$ cat src/rtl/dmem_arbiter.sv
// dmem_arbiter: two-requester round-robin arbiter and sequencer for the
// 512-byte, 64-bit data memory. Each transaction takes three cycles
// (grant, memory access, response), and only one is in flight at a time.
//
// state  | meaning
// -------+-----------------------------------------------------------
// IDLE   | ready offered to the selected requester; the grant latches
//        | the request and registers the memory strobes
// ACCESS | strobes are high; the memory samples at the closing edge
// RESP   | one-cycle response pulse to the granted requester

module dmem_arbiter #(
    parameter int ADDR_W    = 64,
    parameter int DATA_W    = 64,
    parameter int MEM_BYTES = 512
) (
    input  logic              clk,
    input  logic              rst,

    input  logic              req0_valid,
    input  logic              req0_write,
    input  logic [ADDR_W-1:0] req0_addr,
    input  logic [DATA_W-1:0] req0_wdata,
    output logic              req0_ready,
    output logic              resp0_valid,
    output logic [DATA_W-1:0] resp0_rdata,
    output logic              resp0_err,

    input  logic              req1_valid,
    input  logic              req1_write,
    input  logic [ADDR_W-1:0] req1_addr,
    input  logic [DATA_W-1:0] req1_wdata,
    output logic              req1_ready,
    output logic              resp1_valid,
    output logic [DATA_W-1:0] resp1_rdata,
    output logic              resp1_err,

    output logic              mem_read,
    output logic              mem_write,
    output logic [ADDR_W-1:0] mem_address,
    output logic [DATA_W-1:0] mem_write_data,
    input  logic [DATA_W-1:0] mem_read_data
);

    // Highest start address whose 8-byte access still fits. The compare is
    // done on the full address width, so huge addresses never wrap into range.
    localparam logic [ADDR_W-1:0] LAST_ADDR = ADDR_W'(MEM_BYTES - 8);

    typedef enum logic [1:0] {
        IDLE   = 2'd0,
        ACCESS = 2'd1,
        RESP   = 2'd2
    } state_t;

    state_t            state;
    state_t            state_nxt;

    logic              ptr;        // requester preferred when both are valid
    logic              lat_id;     // requester owning the transaction in flight
    logic              lat_write;
    logic              lat_err;

    logic              take0;
    logic              take1;
    logic              accept;
    logic              sel_write;
    logic [ADDR_W-1:0] sel_addr;
    logic [DATA_W-1:0] sel_wdata;
    logic              sel_in_range;
    logic              resp_any;
    logic [DATA_W-1:0] resp_data;

    // Grant selection: a lone valid requester wins outright, otherwise the
    // pointer decides. Nothing is offered while reset is held.
    always_comb begin
        take0 = 1'b0;
        take1 = 1'b0;
        if (state == IDLE && !rst) begin
            if (req0_valid && (!req1_valid || !ptr)) begin
                take0 = 1'b1;
            end else if (req1_valid) begin
                take1 = 1'b1;
            end
        end
    end

    // Mux the granted request and range-check its address.
    always_comb begin
        accept       = take0 | take1;
        sel_write    = take1 ? req1_write : req0_write;
        sel_addr     = take1 ? req1_addr  : req0_addr;
        sel_wdata    = take1 ? req1_wdata : req0_wdata;
        sel_in_range = (sel_addr <= LAST_ADDR);
    end

    // State register.
    always_ff @(posedge clk or posedge rst) begin
        if (rst) begin
            state <= IDLE;
        end else begin
            state <= state_nxt;
        end
    end

    // Next-state logic: fixed three-cycle sequence once a grant is made.
    always_comb begin
        state_nxt = state;
        case (state)
            IDLE:    if (accept) state_nxt = ACCESS;
            ACCESS:  state_nxt = RESP;
            RESP:    state_nxt = IDLE;
            default: state_nxt = IDLE;
        endcase
    end

    // Transaction latch, round-robin pointer and registered memory port.
    // Reset clears the strobes immediately, which aborts an access in flight.
    always_ff @(posedge clk or posedge rst) begin
        if (rst) begin
            ptr            <= 1'b0;
            lat_id         <= 1'b0;
            lat_write      <= 1'b0;
            lat_err        <= 1'b0;
            mem_read       <= 1'b0;
            mem_write      <= 1'b0;
            mem_address    <= '0;
            mem_write_data <= '0;
        end else begin
            case (state)
                IDLE: begin
                    if (accept) begin
                        ptr            <= take0;
                        lat_id         <= take1;
                        lat_write      <= sel_write;
                        lat_err        <= !sel_in_range;
                        mem_address    <= sel_addr;
                        mem_write_data <= sel_wdata;
                        mem_read       <= sel_in_range & !sel_write;
                        mem_write      <= sel_in_range & sel_write;
                    end
                end
                ACCESS: begin
                    mem_read  <= 1'b0;
                    mem_write <= 1'b0;
                end
                default: begin
                end
            endcase
        end
    end

    // Response routing: only the granted requester sees a pulse; load data is
    // forwarded only for an in-range load.
    always_comb begin
        resp_any    = (state == RESP);
        resp_data   = (!lat_write && !lat_err) ? mem_read_data : '0;
        req0_ready  = take0;
        req1_ready  = take1;
        resp0_valid = 1'b0;
        resp0_rdata = '0;
        resp0_err   = 1'b0;
        resp1_valid = 1'b0;
        resp1_rdata = '0;
        resp1_err   = 1'b0;
        if (resp_any && !lat_id) begin
            resp0_valid = 1'b1;
            resp0_rdata = resp_data;
            resp0_err   = lat_err;
        end
        if (resp_any && lat_id) begin
            resp1_valid = 1'b1;
            resp1_rdata = resp_data;
            resp1_err   = lat_err;
        end
    end

endmodule

$ cat config.mk
export PLATFORM = sky130hd
export DESIGN_NAME = dmem_arbiter
export DESIGN_NICKNAME = d
export VERILOG_FILES = /design/src/rtl/dmem_arbiter.sv
export SDC_FILE = /design/constraint.sdc
export NUM_CORES = 1
export LEC_CHECK = 0
export BUFFER_PORTS_ARGS = -buffer_cell sky130_fd_sc_hd__buf_4
export CAP_MARGIN = 10
export CELL_PAD_IN_SITES_DETAIL_PLACEMENT = 0
export CELL_PAD_IN_SITES_GLOBAL_PLACEMENT = 1
export CORE_AREA = 10 10 224 226
export CTS_CLUSTER_DIAMETER = 80
export DETAILED_ROUTE_END_ITERATION = 12
export DIE_AREA = 0 0 234 236
export PLACE_DENSITY_LB_ADDON = 0.1
export SYNTH_ARGS = -nofsm -noshare
export SYNTH_HDL_FRONTEND = slang
export SYNTH_SLANG_ARGS = --single-unit
$ cat constraint.sdc
create_clock -name clk -period 11.6 [get_ports clk]
set_input_delay 2.32 -clock clk [delete_from_list [all_inputs] [get_ports clk]]
set_output_delay 2.32 -clock clk [all_outputs]
set_load 0.01 [all_outputs]
Word-level counts from Yosys, hierarchy flattened --
Cells that the tools add are included.
Cells by class: mux-type cells 21, $lt $le $gt $ge 1, eq/ne operators 3, reduce and logical (&&, ||, !) cells 18, bitwise logic cells 3
Operators with widths (number):
- $mux 64 | 5
- $le 64x9->1 const B | 1
- $mux 1 | 12
- $logic_not 1->1 | 8
- $logic_and 1x1->1 | 5
- $pmux 1 s2 | 2
- $pmux 2 s2 | 1
- $reduce_and 2->1 | 2
- $and 1x1->1 | 2
- $eq 2x1->1 const B | 1
- $eq 2x2->1 const B | 1
- $logic_not 2->1 | 1
- $mux 2 | 1
- $ne 2x2->1 const B | 1
- $reduce_bool 2->1 | 1
- $logic_or 1x1->1 | 1
- $or 1x1->1 | 1
Storage, ports and cells: register bits 136, word-level logic and storage cells 55, output and inout bits 264, input port bits 326

Logic depth before layout (Yosys ltp) --
Gate-level depths: netlist of the first run.
depth after elaboration 10, gate-level depth with buffers 7

Worst setup path after synthesis of the first run --
OpenSTA, ideal clock, no wires.
path type input to output, start input rst, end output req1_ready, path buffers 2, arrival time 3139 ps, path slack 6141 ps, required time 9280 ps, cell stages on the path 5, cell sequence nor3_4 nand3_2 inv_2 buf_2 buf_2
On the way: cells in the longest elaborated chain, start to end 3
Ends and longest elaborated chain:
- start, declared | RTL line 18 | input logic rst,
- $logic_not 1->1 (no source line)
- $logic_and 1x1->1 | RTL line 78 | if (state == IDLE && !rst) begin
- $mux 1 | RTL line 78
- end, declared | RTL line 33 | output logic req1_ready,
No other way between the ends.

Worst setup path in the final report of the first run --
start input rst, end output req0_ready
On the way: cells in the longest elaborated chain, start to end 3
Ends and longest elaborated chain:
- $logic_not 1->1 (no source line)
- $logic_and 1x1->1 | RTL line 78
- $mux 1 | RTL line 78
- end, declared | RTL line 24 | output logic req0_ready,
No other way between the ends.

==> reports/metrics.cfg, run 1 <==
[global_route]
grt_first_pass_wirelength_um = 64740
grt_pass1_vias = 8993
grt_remaining_overflow = 0
grt_util_all_layers_pct = 16.02
grt_max_degree = 129
antenna_found_initial = 2

[placement]
gp_congestion = 0.7772
dp_hpwl_um = 36870
dp.cells = 1972
buffer_ports.inserted = 589

[clock_tree]
cts_resized = 0
cts_tree = built
cts_root_buf = clkbuf_16
clk-insertion-delay-late_ns = 0.45
cts_made_buffers = 17
clkSinkCount = 136
post_cts_buffers = 0
clk_pin_slew_ns = 0.06
cts_hold_buf = 0
htreeDepth = 4
cts_max_path_buffers = 2

[detailed_routing]
routed-via-count = 8577
drtIter0Drc = 444
wl_um = 46590
via_per_inst = 4.276
ant_nets = 0
drtPass1Iterations = 5
drc_errors = 0
wl_per_cell_um = 23.22

[setup_path]
crit_family = buffers and inverters
crit_buf_inv = 3
worstSetupEndpointType = primary output
cp_slowest_cell = clkinv_1
crit_path_max_fanout = 39
start_kind = primary input
critPathMostFrequentCell = buf_4
crit_chain = buf_4 > nor3_4 > nand3_2 > clkinv_1 > buf_4
critPathMaxStageDelay_ns = 0.93
worstPathRequired_ns = 9.28
setup.worst_path.class = in -> out
arrival_ns = 4.81

[power]
power.density_nw_per_um2 = 151.7
power.total_mw = 1.913
irDropWorstVdd_uv = 106.0
p_leak_nw = 6.598

[timing]
max_freq_ghz = 0.1403
worst_clock_skew_ns = 0.007080
finalSetupViolCount = 0
hold_viol_final = 0
finalCritPeriodShare_pct = 61.45
slew_viol_final = 0
rsz0062_at_grt = no
tightestPinTransition_ns = 1.118
period_needed_ns = 7.128
tns_ns = 0
max-slew-margin-rel_pct = 25.49

[yosys]
synth_seq_cells = 136
synth_cell_type_count = 31
synth_area_um2 = 7019
muxShareOfSynthArea_pct = 0.3209
synth_top_family_by_area = simple AND/OR/NAND/NOR gates
yosys_warnings = 0
synth_fp_nets = 1171
synth_compound_area_share_pct = 13.73
synth_simple_gate_area_share_pct = 31.34
avgSynthCellArea_um2 = 8.307
ys_seq_area_share_pct = 48.48
synthCells = 845
synth_xor_area_share_pct = 0
synthAdderAreaFrac_pct = 0

[floorplan]
io_pins = 590
die_w_um = 234
initial_core_util_pct = 15.30
die_h_um = 236
coreArea_um2 = 45860
rows = 79
design.die.area_um2 = 55220

[final_layout]
final_cell_mix = buf_4 (596), nor2_1 (144), nand2_1 (136), dfrtp_1 (136), and3_1 (128)
fin_cells = 2006
area_growth_pct = 79.70
drive_above_1_share_pct = 45.81
final_common_cell = buf_4
n_fill_cell = 5063
fin_nets = 1710

[hold_path]
hp-class = reg -> reg

[outcome]
outcome = complete, no violations

[run]
drv_cap = 0

## metal layers
layer  up-vias  share of wire (%)  GRT usage, %
met5         -                  0             0
met4         0                1.6         4.888
met3        29                9.0         5.870
met2       353                 52         28.96
met1      4115                 37         16.83
li1       4080                  -             -
## cell usage after synthesis, drive strengths merged
cell type,number,area (um2)
o31ai,1,7.510
o21ai,2,10.01
or3,1,6.260
nor3,6,41.29
mux2,2,22.52
clkbuf,53,198.9
buf,23,115.1
nor2,145,544.3
and2,2,12.51
nand2,136,510.5
inv,30,112.6
dfrtp,136,3403
a21oi,2,10.01
nor4,26,162.7
nand3,7,40.04
o31a,1,8.760
o41ai,1,16.27
or4,2,15.01
nand2b,3,18.77
nor3b,1,7.510
nand4,5,31.28
and3b,1,8.760
o22ai,38,237.7
a31oi,66,412.9
clkinv,1,3.750
and3,128,800.8
a222oi,26,260.3
## area by class of cell
class                      instances  area [um2]  area share [%]
timing repair buffer             596        4474           35.47
sequential                       136        3403           26.98
multi-input combinational        602        3216           25.49
tap                              607       759.5           6.021
clock buffer                      17       425.4           3.373
clock inverter                    15       202.7           1.607
inverter                          31       127.6           1.012
antenna                            2       5.005         0.03968
## kinds of logic (layout without fill, tap and decap cells)
family          after synthesis  in the layout
simple gates                463            463
flops                       136            136
buf+inv                     107            659
other cells                   0              2
compound gates              137            137
mux                           2              2
## through the flow
stage / setup WS (ns) / util (%) / cell area (um2) / hold WS [ns]
global placement: 4.444 / 26.12 / 11980 / 0.4743
floorplan: 5.641 / - / 7019 / 0.4469
finish: 4.472 / 27.50 / 12610 / 0.4855
global route: 4.316 / 27.50 / 12610 / 0.5216
CTS: 4.468 / 27.49 / 12610 / 0.4916
detailed placement: 4.460 / 26.12 / 11980 / 0.4761
## worst reg2reg max path, delay by kind of cell, from the launching register on
family	cells	cell delay, ns
muxes	1	0.45
and+or+nand+nor	2	0.97
AOI/OAI and AO/OA	2	0.37
DFF	1	0.44
buffers and inverters	2	1.42
## registers in the layout, summed over array words and instances (netlist names)
signal and flops:
mem_address 64, mem_write_data 64, state 2, lat_err 1
lat_id 1, lat_write 1, mem_read 1, mem_write 1
ptr 1
## power by group
part | switching, mW | internal, mW | leakage (nW)
clock network | 0.244 | 0.360 | 0.291
logic | 0.322 | 0.309 | 4.77
registers | 0.0766 | 0.601 | 1.54
## path summary, 6_finish.rpt
check,startpoint,to,slack [ns],cells past startpoint
worst max register to register,state[0],mem_write,7.83,7
worst min register to register,mem_write_data[58],mem_write_data[58],0.49,2
max in group asynchronous,rst,state[1],8.10,3
min in group asynchronous,rst,mem_write_data[14],1.99,2
worst max-delay path,rst,req0_ready,4.47,5
worst min-delay path,mem_write_data[58],mem_write_data[58],0.49,2
Note: power is estimated with default switching activity, not from simulation.
==> inputs of run 2 (changes only) <==
--- a/config.mk
+++ b/config.mk
@@ -9,10 +9,10 @@
 export CAP_MARGIN = 10
 export CELL_PAD_IN_SITES_DETAIL_PLACEMENT = 0
 export CELL_PAD_IN_SITES_GLOBAL_PLACEMENT = 1
-export CORE_AREA = 10 10 224 226
+export CORE_AREA = 10 10 220 222
 export CTS_CLUSTER_DIAMETER = 80
 export DETAILED_ROUTE_END_ITERATION = 12
-export DIE_AREA = 0 0 234 236
+export DIE_AREA = 0 0 230 232
 export PLACE_DENSITY_LB_ADDON = 0.1
 export SYNTH_ARGS = -nofsm -noshare
 export SYNTH_HDL_FRONTEND = slang
==> constraint.sdc (replaced) <==
create_clock -name clk -period 5.75 [get_ports clk]
set_input_delay 1.15 -clock clk [delete_from_list [all_inputs] [get_ports clk]]
set_output_delay 1.15 -clock clk [all_outputs]
set_load 0.01 [all_outputs]
==> reports/metrics.cfg, run 2 (same netlist as run 1, synthesis figures left out) <==
[placement]
gp_congestion = 0.8098  ; was 0.7772
dp.cells = 1960  ; was 1,972
dp_hpwl_um = 37410  ; was 36,870 um
buffer_ports.inserted = 589  ; unchanged

[setup_path]
worst_r2r_endpoint = mem_write_data[14]  ; was mem_write
worstPathRequired_ns = 4.60  ; was 9.28 ns
arrival_ns = 3.05  ; was 4.81 ns
worstSetupEndpointType = primary output  ; unchanged
crit_path_max_fanout = 48  ; was 39
critPathMostFrequentCell = buf_4  ; unchanged
crit_chain = buf_4 > nor3_4 > nand3_4 > clkinv_2 > buf_4  ; was buf_4 > nor3_4 > nand3_2 > clkinv_1 > buf_4
r2r_start = state[0]  ; unchanged
cp_slowest_cell = clkinv_2  ; was clkinv_1
critPathMaxStageDelay_ns = 0.63  ; was 0.93 ns
r2r_slack_ns = 2.48  ; was 7.83 ns
rr_worst_depth = 6  ; was 7
crit_buf_inv = 3  ; unchanged
crit_family = buffers and inverters  ; unchanged
start_kind = primary input  ; unchanged
setup.worst_path.class = in -> out  ; unchanged

[floorplan]
die_w_um = 230  ; was 234 um
design.die.area_um2 = 53360  ; was 55,220 um2
rows = 77  ; was 79
io_pins = 590  ; unchanged
die_h_um = 232  ; was 236 um
coreArea_um2 = 43930  ; was 45,860 um2
initial_core_util_pct = 15.98  ; was 15.30%

[timing]
slew_viol_final = 0  ; unchanged
hold_viol_final = 0  ; unchanged
max-slew-margin-rel_pct = 26.47  ; was 25.49%
tightestPinTransition_ns = 1.103  ; was 1.118 ns
rsz0062_at_grt = no  ; unchanged
finalCritPeriodShare_pct = 73.10
tns_ns = 0  ; unchanged
max_freq_ghz = 0.2379
finalSetupViolCount = 0  ; unchanged
worst_clock_skew_ns = 0.01414  ; was 0.007080 ns
period_needed_ns = 4.203

[final_layout]
final_cell_mix = buf_4 (599), nor2_1 (144), nand2_1 (136), dfrtp_1 (136), and3_1 (128)  ; was buf_4 (596), nor2_1 (144), nand2_1 (136), dfrtp_1 (136), and3_1 (128)
drive_above_1_share_pct = 45.82  ; was 45.81%
final_common_cell = buf_4  ; unchanged
biggestRegsByFlops = mem_address x64, mem_write_data x64, state x2  ; unchanged
fin_nets = 1713  ; was 1,710
area_growth_pct = 79.48  ; was 79.70%
n_fill_cell = 4849  ; was 5,063
fin_cells = 1992  ; was 2,006

[detailed_routing]
drc_errors = 0  ; unchanged
via_per_inst = 4.289  ; was 4.276
drtIter0Drc = 477  ; was 444
drtPass1Iterations = 7  ; was 5
wl_per_cell_um = 23.57  ; was 23.22 um
ant_nets = 0  ; unchanged
wl_um = 46950  ; was 46,590 um
routed-via-count = 8544  ; was 8,577

[clock_tree]
cts_hold_buf = 0  ; unchanged
cts_made_buffers = 17  ; unchanged
post_cts_buffers = 0  ; unchanged
clk-insertion-delay-late_ns = 0.44  ; was 0.45 ns
cts_root_buf = clkbuf_16  ; unchanged
clkSinkCount = 136  ; unchanged
cts_tree = built  ; unchanged
htreeDepth = 4  ; unchanged
cts_max_path_buffers = 2  ; unchanged
cts_resized = 0  ; unchanged
clk_pin_slew_ns = 0.06  ; about the same

[hold_path]
hold_depth = 2  ; unchanged
hp-start = mem_write_data[63]  ; was mem_write_data[58]
min_to = mem_write_data[63]  ; was mem_write_data[58]
hp-class = reg -> reg  ; unchanged

[power]
p_leak_nw = 6.623  ; was 6.598 nW
irDropWorstVdd_uv = 200.2  ; was 106.0 uV
power.density_nw_per_um2 = 302.2  ; was 151.7 nW/um2

[global_route]
grt_max_degree = 140  ; was 129
grt_first_pass_wirelength_um = 65980  ; was 64,740 um
grt_util_all_layers_pct = 16.70  ; was 16.02%
grt_pass1_vias = 9040  ; was 8,993
antenna_found_initial = 1  ; was 2
grt_remaining_overflow = 0  ; unchanged

[run]
drv_cap = 0  ; unchanged

[outcome]
outcome = complete, no violations  ; unchanged

-- run 2: cell types whose count changed in the layout (fill, tap and decap cells not counted) --
| cell | change |
|---|---|
| buf_4 | +3 |
| bufinv_16 | -2 |
| clkbuf_1 | +1 |
| clkbuf_8 | +7 |
| clkinv_4 | -2 |
| clkinvlp_4 | -4 |
| diode_2 | -1 |
| inv_6 | -1 |
-- run 2: cell type report --
class | instances | area [um2] | area share [%]
Tap cell | 592 | 740.7 | 5.879
Clock buffer | 25 | 525.5 | 4.171
Sequential cell | 136 | 3403 | 27.01
Timing Repair Buffer | 599 | 4497 | 35.69
Inverter | 31 | 127.6 | 1.013
Antenna cell | 1 | 2.502 | 0.01986
Multi-Input combinational cell | 602 | 3216 | 25.52
Clock inverter | 6 | 86.33 | 0.6853
-- run 2: worst max path at each step --
stage	slack [ns]	depth (start not counted)	start	to
5_1_grt	1.34	5	rst	req1_ready
3_5_place_dp	1.50	5	rst	req1_ready
3_3_place_gp	1.54	5	rst	req1_ready
4_1_cts	1.49	5	rst	req1_ready
6_report	1.55	5	rst	req1_ready
2_1_floorplan	0.96	1	rst	lat_err
-- run 2: report_power, final --
part           switching, mW  internal [mW]
clock                  0.442          0.717
combinational          0.656          0.626
sequential             0.154           1.21
-- run 2: per-stage QoR --
| step | area (um2) | hold WS [ns] | worst slack [ns] | power, mW | utilization [%] |
|---|---|---|---|---|---|
| 2_1_floorplan | 7019 | 0.4469 | 0.9605 | 1.869 | - |
| 3_3_place_gp | 11980 | 0.4759 | 1.542 | 2.703 | 27.28 |
| 3_5_place_dp | 11980 | 0.4798 | 1.504 | 2.701 | 27.28 |
| 4_1_cts | 12600 | 0.4970 | 1.494 | 3.900 | 28.67 |
| 5_1_grt | 12600 | 0.5061 | 1.338 | 4.060 | 28.68 |
| 6_report | 12600 | 0.4914 | 1.547 | 3.807 | 28.68 |
-- run 2: worst min-delay path: stages (launching register included) --
cell and delay [ns]:
dfrtp_1 0.34, a222oi_1 0.07, inv_1 0.05
-- run 2: metal layers --
layer  wire length, um  part of all wire, %  vias to the layer above  global-route usage, %
li1                  -                    -                     4083                      -
met1             17590                   37                     4067                  17.51
met2             24350                   52                      365                  30.19
met3              4375                  9.3                       29                  7.195
met4               632                  1.3                        0                  4.111
met5                 0                    0                        -                      0
==> inputs of run 3 (changes only) <==
==> constraint.sdc (replaced) <==
create_clock -name clk -period 4.2 [get_ports clk]
set_input_delay 0.84 -clock clk [delete_from_list [all_inputs] [get_ports clk]]
set_output_delay 0.84 -clock clk [all_outputs]
set_load 0.01 [all_outputs]
==> reports/metrics.cfg, run 3 (same netlist as run 1, synthesis figures left out) <==
[final_layout]
post-route-util_pct = 28.86  ; was 28.68%
area_growth_pct = 80.61  ; was 79.48%
drive_above_1_share_pct = 46.02  ; was 45.82%
final_common_cell = buf_4  ; unchanged
biggestRegsByFlops = mem_address x64, mem_write_data x64, state x2  ; unchanged
fin_nets = 1719  ; was 1,713
fin_cells = 2000  ; was 1,992
final_cell_mix = buf_4 (601), nor2_1 (144), nand2_1 (136), dfrtp_1 (136), and3_1 (128)  ; was buf_4 (599), nor2_1 (144), nand2_1 (136), dfrtp_1 (136), and3_1 (128)

[floorplan]
design.die.area_um2 = 53360  ; unchanged
die_w_um = 230  ; unchanged
coreArea_um2 = 43930  ; unchanged
die_h_um = 232  ; unchanged
rows = 77  ; unchanged
initial_core_util_pct = 15.98  ; unchanged
io_pins = 590  ; unchanged

[timing]
tightestPinTransition_ns = 0.9747  ; was 1.103 ns
period_needed_ns = 3.131
finalSetupViolCount = 0  ; unchanged
max-slew-margin-rel_pct = 35.02  ; was 26.47%
hold_viol_final = 0  ; unchanged
setup_ws_ns = 1.069  ; was 1.547 ns
hold_slack_ns = 0.4876  ; was 0.4914 ns
slew_viol_final = 0  ; unchanged
tns_ns = 0  ; unchanged
max_freq_ghz = 0.3194
finalCritPeriodShare_pct = 74.55
worst_clock_skew_ns = 0.01054  ; was 0.01414 ns
rsz0062_at_grt = no  ; unchanged

[setup_path]
rr_worst_depth = 7  ; was 6
start_kind = primary input  ; unchanged
crit_path_start = rst  ; unchanged
r2r_slack_ns = 1.76  ; was 2.48 ns
crit_path_max_fanout = 39  ; was 48
setup.worst_path.class = in -> out  ; unchanged
worstPathRequired_ns = 3.36  ; was 4.60 ns
arrival_ns = 2.29  ; was 3.05 ns
worstSetupEndpointType = primary output  ; unchanged
worst_r2r_endpoint = mem_write  ; was mem_write_data[14]
r2r_start = state[0]  ; unchanged

[power]
power.density_nw_per_um2 = 409.2  ; was 302.2 nW/um2
irDropWorstVdd_uv = 276.0  ; was 200.2 uV
p_leak_nw = 6.659  ; was 6.623 nW

[global_route]
grt_pass1_vias = 8959  ; was 9,040
grt_first_pass_wirelength_um = 66070  ; was 65,980 um
use_met3_pct = 6.548  ; was 7.195%
grt_util_all_layers_pct = 16.81  ; was 16.70%
antenna_found_initial = 2  ; was 1
global_route.usage.met1_pct = 17.83  ; was 17.51%
top_usage_layer = met2  ; unchanged
grtUsageMet2_pct = 30.33  ; was 30.19%
grt_max_degree = 93  ; was 140
grt_remaining_overflow = 0  ; unchanged

[placement]
dp_hpwl_um = 37750  ; was 37,410 um
buffer_ports.inserted = 589  ; unchanged
pre_cts_slack_ns = 1.052  ; was 1.504 ns
gp_congestion = 0.8019  ; was 0.8098
dp.cells = 1966  ; was 1,960

[clock_tree]
clk-insertion-delay-late_ns = 0.45  ; was 0.44 ns
clk_pin_slew_ns = 0.06  ; about the same
cts_resized = 0  ; unchanged
cts_max_path_buffers = 2  ; unchanged
cts_made_buffers = 17  ; unchanged
cts_tree = built  ; unchanged
htreeDepth = 4  ; unchanged
clkSinkCount = 136  ; unchanged
cts_root_buf = clkbuf_16  ; unchanged
cts_hold_buf = 0  ; unchanged
post_cts_buffers = 0  ; unchanged

[hold_path]
hp-start = mem_write_data[62]  ; was mem_write_data[63]
hp-class = reg -> reg  ; unchanged
min_to = mem_write_data[62]  ; was mem_write_data[63]
hold_depth = 2  ; unchanged

[detailed_routing]
wl_um = 47030  ; was 46,950 um
via_per_inst = 4.294  ; was 4.289
routed-via-count = 8587  ; was 8,544
wl_per_cell_um = 23.52  ; was 23.57 um
drc_errors = 0  ; unchanged
drtIter0Drc = 456  ; was 477
drtPass1Iterations = 7  ; unchanged
ant_nets = 0  ; unchanged

[run]
drv_cap = 0  ; unchanged

[outcome]
outcome = complete, no violations  ; unchanged

## run 3: cell types whose count changed in the layout (fill, tap and decap cells not counted), sizes merged
cell,before,now
inv,29,28
clkbuf,25,24
clkinvlp,1,2
clkinv,5,7
diode,1,2
buf,599,605
## run 3: worst max path at each step
| stage | end | slack, ns |
|---|---|---|
| after floorplan | lat_err | 1.67 |
| after global placement | req0_ready | 1.03 |
| after detailed placement | req0_ready | 1.05 |
| after CTS | req0_ready | 0.99 |
| after global routing | req0_ready | 0.92 |
| final | req0_ready | 1.07 |
## run 3: layout make-up
class,instances,area [um2]
Clock inverter,8,92.59
Timing Repair Buffer,605,4592
Tap cell,592,740.7
Fill cell,4825,31260
Inverter,31,126.4
Clock buffer,24,501.7
Sequential cell,136,3403
Antenna cell,2,5.005
Multi-Input combinational cell,602,3216
## run 3: through the flow
step                total power, mW  instance area [um2]
floorplan                     2.560                 7023
finish                        5.187                12680
global route                  5.528                12680
global placement              3.706                12080
CTS                           5.311                12670
detailed placement            3.705                12080
## run 3: critical path: stages
cell      delay (ns)
buf_4           0.13
nor3_4          0.29
nand3_2         0.14
buf_4           0.29
clkinv_1        0.08
buf_4           0.32
buf_4           0.19
## run 3: power by group
group	leakage (nW)	switching (mW)	total (mW)	internal, mW
Combinational	4.83	0.894	1.76	0.868
Clock	0.296	0.612	1.56	0.947
Sequential	1.54	0.206	1.87	1.66
## run 3: per-layer routing
layer | vias up | part of all wire [%]
li1 | 4105 | -
met1 | 4093 | 38
met2 | 355 | 52
met3 | 34 | 8.6
met4 | 0 | 1.6
met5 | - | 0
